===== config.mk =====
export PLATFORM = sky130hd
export DESIGN_NAME = eth_tx_dibit
export DESIGN_NICKNAME = d
export VERILOG_FILES = /design/src/rtl/eth_tx_pkg.sv /design/src/rtl/eth_crc32_d2.sv /design/src/rtl/eth_tx_dibit.sv
export SDC_FILE = /design/constraint.sdc
export NUM_CORES = 1
export LEC_CHECK = 0
export ABC_AREA = 0
export BUFFER_PORTS_ARGS = -buffer_cell sky130_fd_sc_hd__clkbuf_2
export CAP_MARGIN = 20
export CORE_MARGIN = 2
export CORE_UTILIZATION = 32
export DETAILED_ROUTE_END_ITERATION = 10
export HOLD_SLACK_MARGIN = 0.12
export SYNTH_ARGS = -nofsm -noshare
export SYNTH_HDL_FRONTEND = slang
export SYNTH_SLANG_ARGS = --single-unit

===== constraint.sdc =====
create_clock -name Clk -period 2.8 [get_ports Clk]
set_input_delay 0.56 -clock Clk [delete_from_list [all_inputs] [get_ports Clk]]
set_output_delay 0.56 -clock Clk [all_outputs]
set_load 0.05 [all_outputs]

===== src/rtl/eth_tx_pkg.sv =====
// eth_tx_pkg: controller state codes, framing constants and CRC-32 helpers shared by the TX path
package eth_tx_pkg;

    typedef enum logic [3:0] {
        ST_IDLE      = 4'd0,
        ST_PREAMBLE  = 4'd1,
        ST_SFD       = 4'd2,
        ST_DEST_ADDR = 4'd3,
        ST_SRC_ADDR  = 4'd4,
        ST_LEN_TYPE  = 4'd5,
        ST_DATA      = 4'd6,
        ST_PAD       = 4'd7,
        ST_FCS       = 4'd8
    } tx_state_e;

    localparam logic [7:0]  PREAMBLE_BYTE = 8'h55;
    localparam logic [7:0]  SFD_BYTE      = 8'hD5;
    localparam logic [31:0] CRC_POLY      = 32'hEDB8_8320;
    localparam logic [31:0] CRC_INIT      = 32'hFFFF_FFFF;
    localparam int          FCS_DIBITS    = 16;

    // one reflected CRC step for a single serial bit
    function automatic logic [31:0] crc_bit(input logic [31:0] c, input logic b);
        return (c >> 1) ^ ((c[0] ^ b) ? CRC_POLY : 32'h0);
    endfunction

    // byte i of a 48-bit MAC, byte 0 being bits 47:40
    function automatic logic [7:0] mac_byte(input logic [47:0] v, input logic [4:0] i);
        return 8'((v << {i, 3'b000}) >> 40);
    endfunction

endpackage


===== src/rtl/eth_crc32_d2.sv =====
// eth_crc32_d2: combinational reflected CRC-32 next state for one dibit, bit 0 first
module eth_crc32_d2
    import eth_tx_pkg::*;
(
    input  logic [31:0] crc_in,
    input  logic [1:0]  d,
    output logic [31:0] crc_out
);

    assign crc_out = crc_bit(crc_bit(crc_in, d[0]), d[1]);

endmodule


===== src/rtl/eth_tx_dibit.sv =====
// eth_tx_dibit: RMII dibit transmit datapath driven by the TX controller state; ETH_TX_IFG_EN adds an inter-frame gap on Tx_Ready
module eth_tx_dibit
    import eth_tx_pkg::*;
#(
    parameter logic [47:0] pDest_Addr  = 48'hFF_FF_FF_FF_FF_FF,
    parameter logic [47:0] pSrc_Addr   = 48'h02_00_00_00_00_01,
    parameter logic [15:0] pLen_Type   = 16'h0800,
    parameter int          pIfg_Cycles = 48
) (
    input  logic        Clk,
    input  logic        Rst_n,
    input  logic [3:0]  Tx_Ctrl_FSM_State,
    input  logic        Crc_En,
    input  logic [7:0]  Fifo_Data,
    input  logic        Fifo_Valid,
    output logic [1:0]  Txd,
    output logic        Tx_En,
    output logic        Tx_Ready,
    output logic        Frame_Done,
    output logic        Underrun,
    output logic [15:0] Frame_Cnt
);

    localparam int GW = $clog2(pIfg_Cycles + 1);

    logic [3:0]    st, state_q;
    logic [6:0]    dcnt_q, dc;
    logic [4:0]    idx;
    logic [1:0]    dib, txd_d;
    logic [31:0]   crc_q, crc_nx, crc_d;
    logic [7:0]    buf_q, data_q, data_byte, cur_byte;
    logic          full_q, xfer, tx_en_d, crc_upd, done_d;
    logic [GW-1:0] gap_q;

    assign st = Tx_Ctrl_FSM_State;

    eth_crc32_d2 u_crc (
        .crc_in (crc_q),
        .d      (txd_d),
        .crc_out(crc_nx)
    );

    // next dibit, CRC and payload transfer from the controller state and dibit position
    always_comb begin
        dc        = (st != state_q) ? 7'd0 : dcnt_q + 7'd1;
        idx       = dc[6:2];
        dib       = dc[1:0];
        xfer      = (st == ST_DATA) && (dib == 2'd0);
        data_byte = xfer ? (full_q ? buf_q : 8'h00) : data_q;
        cur_byte  = (st == ST_PREAMBLE)  ? PREAMBLE_BYTE :
                    (st == ST_SFD)       ? SFD_BYTE :
                    (st == ST_DEST_ADDR) ? mac_byte(pDest_Addr, idx) :
                    (st == ST_SRC_ADDR)  ? mac_byte(pSrc_Addr, idx) :
                    (st == ST_LEN_TYPE)  ? ((idx == 5'd0) ? pLen_Type[15:8] : pLen_Type[7:0]) :
                    (st == ST_DATA)      ? data_byte : 8'h00;
        tx_en_d   = (st >= ST_PREAMBLE) && (st <= ST_FCS);
        txd_d     = !tx_en_d ? 2'b00 : (st == ST_FCS) ? ~crc_q[1:0] : cur_byte[{dib, 1'b0} +: 2];
        crc_upd   = Crc_En && (st >= ST_DEST_ADDR) && (st <= ST_PAD);
        crc_d     = (st == ST_IDLE) ? CRC_INIT : (st == ST_FCS) ? (crc_q >> 2) : crc_upd ? crc_nx : crc_q;
        done_d    = (st == ST_FCS) && (dc == 7'(FCS_DIBITS - 1));
    end

    // output, CRC, dibit counter and payload buffer registers
    always_ff @(posedge Clk or negedge Rst_n) begin
        if (!Rst_n) begin
            state_q    <= ST_IDLE;
            dcnt_q     <= '0;
            crc_q      <= CRC_INIT;
            Txd        <= 2'b00;
            Tx_En      <= 1'b0;
            Frame_Done <= 1'b0;
            Frame_Cnt  <= '0;
            Underrun   <= 1'b0;
            buf_q      <= '0;
            full_q     <= 1'b0;
            data_q     <= '0;
        end else begin
            state_q    <= st;
            dcnt_q     <= dc;
            crc_q      <= crc_d;
            Txd        <= txd_d;
            Tx_En      <= tx_en_d;
            Frame_Done <= done_d;
            Frame_Cnt  <= Frame_Cnt + {15'd0, done_d};
            full_q     <= Fifo_Valid || (full_q && !xfer);
            if (Fifo_Valid)
                buf_q <= Fifo_Data;
            if (xfer)
                data_q <= data_byte;
            if ((st == ST_PREAMBLE) && (state_q != ST_PREAMBLE))
                Underrun <= 1'b0;
            else if (xfer && !full_q)
                Underrun <= 1'b1;
        end
    end

`ifdef ETH_TX_IFG_EN
    // gap counter loaded when the controller returns from FCS to IDLE
    always_ff @(posedge Clk or negedge Rst_n) begin
        if (!Rst_n)
            gap_q <= '0;
        else if ((state_q == ST_FCS) && (st == ST_IDLE))
            gap_q <= GW'(pIfg_Cycles);
        else if (gap_q != '0)
            gap_q <= gap_q - GW'(1);
    end
`else
    assign gap_q = '0;
`endif

    assign Tx_Ready = (state_q == ST_IDLE) && (gap_q == '0);

endmodule

## Yosys cells after proc, flatten, opt, wreduce, memory -nomap -nowiden

Cells that the tools add are included.

- Equal/unequal tests: 10
- Shift operators: 3
- $add $sub $neg: 2
- Reduce and logical (&&, ||, !) cells: 17
- Mux-type cells: 19
- Order comparisons: 4
- Bitwise gates (word level): 5

Operator list:

| kind | count |
|---|---|
| 32-bit two-way mux | 5 |
| 8-bit two-way mux | 8 |
| 31-bit by 32-bit bitwise XOR with 32-bit output | 2 |
| 42-bit by 8-bit << shifter with 48-bit output, first input constant | 1 |
| 48-bit by 8-bit << shifter with 48-bit output, first input constant | 1 |
| 16-bit by 1-bit adder with 16-bit output | 1 |
| 4-bit by 3-bit == test with 1-bit output, second input constant | 3 |
| 4-bit by 2-bit == test with 1-bit output, second input constant | 2 |
| 1-bit logical AND | 8 |
| 4-bit logical NOT | 2 |
| 8-bit by 4-bit variable part select with 2-bit output | 1 |
| 7-bit by 1-bit adder with 7-bit output, second input constant | 1 |
| 7-bit by 4-bit == test with 1-bit output, second input constant | 1 |
| 7-bit two-way mux | 1 |
| 5-bit logical NOT | 1 |
| 4-bit by 1-bit == test with 1-bit output, second input constant | 1 |
| 4-bit == test, second input constant | 1 |
| 4-bit by 1-bit greater-or-equal comparator with 1-bit output, second input constant | 1 |
| 4-bit by 2-bit greater-or-equal comparator with 1-bit output, second input constant | 1 |
| 4-bit by 3-bit <= comparator with 1-bit output, second input constant | 1 |
| 4-bit <= comparator, second input constant | 1 |
| 2-bit two-way mux | 2 |
| 4-bit two-way mux | 1 |
| 4-bit by 1-bit != test with 1-bit output, second input constant | 1 |
| other kinds (9) | 12 |

- Logic and storage cells: 71
- Register bits after elaboration: 81
- Output and inout port bits: 22
- Bits of input ports: 16

## Longest topological paths before layout

- Depth in word-level cells: 23
- Mapped depth: 13
- Gate-level depth less buffers: 11

## By module

A second synthesis with hierarchy kept.

- Cell total of the unflattened synthesis: 435
- Area total of the unflattened synthesis: 4,400.5 µm²

By module, submodules not included:

| module | times used | seq. area each (µm²) | cells an instance | area an instance (µm²) |
|---|---|---|---|---|
| eth_tx_dibit | 1 | 2,042.0 | 399 | 3,986.3 |
| eth_crc32_d2 | 1 | 0.0 | 36 | 414.1 |

## Worst setup path after synthesis

Ideal clock, no wire load.

- Kind: input to register
- Start: input Tx_Ctrl_FSM_State[1]
- End: register Frame_Cnt[14]
- Stages: 12
- Library setup time: 0.082 ns
- Data required time: 2.718 ns
- Path buffers: 1
- Arrival: 3.029 ns
- Setup slack: -0.311 ns
- Path through: buf_6 > nor3_1 > nand2_1 > nor4b_1 > nand2_1 > nor2_1 > ha_1 > ha_1 > nand2_1 > or2_2 > nor2_1 > xor2_1

- Cells in the longest elaborated chain, start to end: 5
- Elaborated cells on any way between the ends: 6
- Classes of those cells: 1 x add/sub; 3 x eq/ne; 1 x mux; 1 x reduce/logical

RTL lines:

| element | RTL line | RTL |
|---|---|---|
| start: declaration | eth_tx_dibit.sv:12 | `input logic [3:0] Tx_Ctrl_FSM_State,` |
| 4-bit != test | eth_tx_dibit.sv:45 | `dc = (st != state_q) ? 7'd0 : dcnt_q + 7'd1;` |
| 7-bit two-way mux | eth_tx_dibit.sv:45 |  |
| 7-bit by 4-bit == test with 1-bit output | eth_tx_dibit.sv:60 | `done_d = (st == ST_FCS) && (dc == 7'(FCS_DIBITS - 1));` |
| 1-bit logical AND * | eth_tx_dibit.sv:60 |  |
| net done_d | eth_tx_dibit.sv:32 | `logic full_q, xfer, tx_en_d, crc_upd, done_d;` |
| 16-bit by 1-bit adder with 16-bit output * | eth_tx_dibit.sv:84 | `Frame_Cnt <= Frame_Cnt + {15'd0, done_d};` |
| end signal: assignment | eth_tx_dibit.sv:84 |  |
| end: declaration | eth_tx_dibit.sv:21 | `output logic [15:0] Frame_Cnt` |

Mark *: on every way through the listed nets, which the timed path passes. The rest lies on a longest branch.
A chain may end at the register's enable or synchronous reset.

## Worst setup path after layout

- Start: register dcnt_q[0]
- End: register crc_q[19]

- Cells in the longest elaborated chain, start to end: 21
- Elaborated cells on any way between the ends: 27
- Classes of those cells: 1 x add/sub; 3 x shift; 16 x mux; 4 x bitwise; 3 x reduce/logical

RTL lines:

| element | RTL line | RTL |
|---|---|---|
| start: declaration | eth_tx_dibit.sv:27 | `logic [6:0] dcnt_q, dc;` |
| start signal: assignment | eth_tx_dibit.sv:67 | `dcnt_q <= '0;` |
| start signal: assignment | eth_tx_dibit.sv:79 | `dcnt_q <= dc;` |
| 7-bit by 1-bit adder with 7-bit output * | eth_tx_dibit.sv:45 |  |
| 7-bit two-way mux * | eth_tx_dibit.sv:45 |  |
| parallel branches: the longest is 9 deep, another holds 42-bit by 8-bit << shifter with 48-bit output | - |  |
| 8-bit by 4-bit variable part select with 2-bit output * | eth_tx_dibit.sv:57 | `txd_d = !tx_en_d ? 2'b00 : (st == ST_FCS) ? ~crc_q[1:0] : cur_byte[{dib, 1'b0} +: 2];` |
| 2-bit two-way mux * (2 in a row) | eth_tx_dibit.sv:57 |  |
| 1-bit bitwise XOR | eth_tx_pkg.sv:24 | `return (c >> 1) ^ ((c[0] ^ b) ? CRC_POLY : 32'h0);` |
| 32-bit two-way mux | eth_tx_pkg.sv:24 |  |
| 31-bit by 32-bit bitwise XOR with 32-bit output | eth_tx_pkg.sv:24 |  |
| 31-bit by 32-bit bitwise XOR with 32-bit output * | eth_tx_pkg.sv:24 |  |
| 32-bit two-way mux * (3 in a row) | eth_tx_dibit.sv:59 | `crc_d = (st == ST_IDLE) ? CRC_INIT : (st == ST_FCS) ? (crc_q >> 2) : crc_upd ? crc_nx : crc_q;` |
| end signal: assignment | eth_tx_dibit.sv:80 | `crc_q <= crc_d;` |
| end: declaration | eth_tx_dibit.sv:30 | `logic [31:0] crc_q, crc_nx, crc_d;` |

Every way passes the cells marked *. The select of a mux whose other input is x is not followed.

==> results.yml <==
clocking:
  numCtsBuffers: 9
  clk_path_buf_depth: 2
  h-tree-depth: 3
  clk_pin_slew_ps: 60
  clk_latency_ps: 330
  tritoncts: "built"
  cts_sinks: 80
  clock-root-buffer: "clkbuf_16"
route:
  drcViolationCount: 0
  first_pass_iters: 4
  via_count: 2867
  wire_per_inst_um: 13.7
  finalWirelength_mm: 7.95
  drtIter0Drc: 127
  vias_per_cell: 4.93
  ant_nets: 0
synthesis:
  syn_area_sq_um: 3930
  synth-async-reset-ratio_pct: 100
  ys_warn_count: 0
  ys_seq_area_share_pct: 52.0
  synthFlopType: "dfrtp_1"
  synth_edf_count: 0
  synth.distinct_cells: 54
  ys_seq_elements: 80
  syn-num-nets: 379
  netlist_instances: 360
  syn_avg_cell_area_sq_um: 10.9
layout:
  antennaDiodeCount: 0
  post-route-util_pct: 40.9
  fin_cells: 581
  nNetsFinal: 448
  drive_gt1_share_pct: 36.6
  synthToLayoutAreaGrowth_pct: 25.1
floorplan:
  die-width_um: 115
  ios: 38
  rows: 40
  fp.dieArea_sq_um: 13200
  fp.dieH_um: 115
  initial_core_util_pct: 32.7
  core_area_sq_um: 12000
place:
  dp.cells: 560
  port_buffers: 37
  routabilityCongestion: 0.887
  dp_hpwl_mm: 5.51
sta:
  tightest_slew_ps: 766
  fin_crit_sh_pct: 96.7
  fin_setup_tns_ps: 0
  hold_viol: 0
  drv_slew: 0
  finClkSkew_ps: 6.83
  relSlewSlack_pct: 48.9
  setup_viol: 0
  fmax_mhz: 369
  rsz0062_at_grt: "true"
  finalCriticalPeriod_ps: 2710
grt:
  grt_overflow: 0
  grt_max_degree: 62
  grt_usage_pct: 12.9
  grt_pass1_vias: 2840
  grt_pass1_wl_mm: 13.6
  antenna_found_initial: 0
worst_setup_path:
  crit_arrival_ps: 2970
  path_max_fanout: 6
  startpoint_type: "register"
  path_class: "register to register"
  cp.required_ps: 3060
  end_kind: "register"
min_path:
  worstHoldPathType: "input pin to asynchronous set/reset pin"
power_and_ir_drop:
  total_leakage_power_nw: 2.12
  powerDensity_nw_per_um2: 756
  peakVddDrop_mv: 0.306
run:
  cap_violations: 0
run_status:
  status: "finished, final reports clean"
==> Yosys cell counts (7+ instances only) <==
| master | n | area, sq um |
|---|---|---|
| mux2_2 | 8 | 90.1 |
| nand2_1 | 31 | 116 |
| dfrtp_1 | 48 | 1200 |
| clkbuf_1 | 11 | 41.3 |
| a21oi_1 | 29 | 145 |
| o21ai_0 | 12 | 60.1 |
| xor2_1 | 25 | 219 |
| nor2_1 | 34 | 128 |
| nand4_1 | 7 | 43.8 |
| nand3_1 | 11 | 55.1 |
| xnor2_1 | 18 | 158 |
| dfstp_2 | 32 | 841 |
| o22a_1 | 11 | 96.3 |
==> power breakdown <==
group / total (mW) / switching (mW) / internal (mW)
Sequential: 1.71 / 0.179 / 1.53
Combinational: 0.760 / 0.390 / 0.370
Clock: 1.24 / 0.437 / 0.805
==> sequential cells by signal (all words and copies together), names as in the netlist, 2 cells and up <==
signal and count:
crc_q 32, Frame_Cnt 16, buf_q 8, data_q 7, dcnt_q 7, state_q 4
Txd 2
==> critical path, cell delays in order, from the launching register on <==
cell       delay [ps]
dfrtp_1           420
ha_4              210
xnor2_1           200
o41ai_2           420
o311a_4           270
nor3_4             50
xnor2_2           250
mux2i_2           330
o2bb2ai_4         160
xor2_1            170
a21oi_1           170
==> layout make-up <==
cell class                      instances  area (sq um)
Inverter                                4          15.0
Clock inverter                          3          65.1
Sequential cell                        80          2040
Clock buffer                           13           250
Multi-Input combinational cell        256          1850
Timing Repair Buffer                   78           512
Tap cell                              147           184
Fill cell                            1147          7100
==> through the flow <==
stage	worst slack, ps	hold WS [ps]	instance area, sq um	power (mW)
CTS	30.2	333	4800	3.73
detailed placement	-209	469	4480	2.46
global route	-57.8	367	4910	3.93
global placement	-112	462	4480	2.44
finish	91.7	297	4910	3.71
floorplan	22.9	264	3940	2.24
==> placed cells by master (no fill, tap or decap), types with 4 or more instances in the layout <==
cell type | netlist | layout
a21oi_1 | 29 | 29
and2_1 | 5 | 5
buf_4 | 3 | 40
clkbuf_16 | 0 | 9
clkbuf_2 | 0 | 36
dfrtp_1 | 48 | 48
dfstp_2 | 32 | 32
inv_1 | 4 | 4
mux2_2 | 8 | 8
nand2_1 | 31 | 31
nand3_1 | 11 | 9
nand4_1 | 7 | 7
nor2_1 | 34 | 34
nor3b_1 | 4 | 4
o21ai_0 | 12 | 11
o21ai_1 | 4 | 5
o22a_1 | 11 | 11
o22ai_1 | 6 | 6
xnor2_1 | 18 | 16
xnor2_2 | 4 | 6
xor2_1 | 25 | 24
==> cell families (layout without fill, tap and decap cells) <==
family,after synthesis,count (layout),share of synthesized area (%)
mux,13,13,3.85
buf+inv,24,98,3.22
compound gates,79,79,14.1
simple gates,114,114,14.6
xor+xnor,47,47,11.2
flops,80,80,52.0
fa+ha+maj,3,3,0.956
==> layer usage <==
| layer | track usage [%] | wire [um] |
|---|---|---|
| met2 | 20.0 | 3730 |
| met3 | 3.53 | 322 |
| met4 | 4.58 | 93 |
| met1 | 17.6 | 3800 |
| met5 | 0 | 0 |
==> what timing repair did <==
action                                  4_1_cts  5_1_grt
endpoints found under the setup margin        2       15
pin swaps                                     0       11
hold buffers                                  0        0
resized for setup                             1       13
setup buffers                                 0        5
==> path summary, 6_finish.rpt <==
kind	from	slack [ps]	endpoint	depth (start not counted)
max	dcnt_q[0]	90	crc_q[19]	10
min	Rst_n	300	buf_q[5]	1
max reg2reg	dcnt_q[0]	90	crc_q[19]	10
min reg2reg	Frame_Cnt[15]	480	Frame_Cnt[15]	1
max in group asynchronous	Rst_n	1730	crc_q[27]	2
min in group Clk	Tx_Ctrl_FSM_State[3]	440	state_q[3]	1
Note: power is estimated with default switching activity, not from simulation.
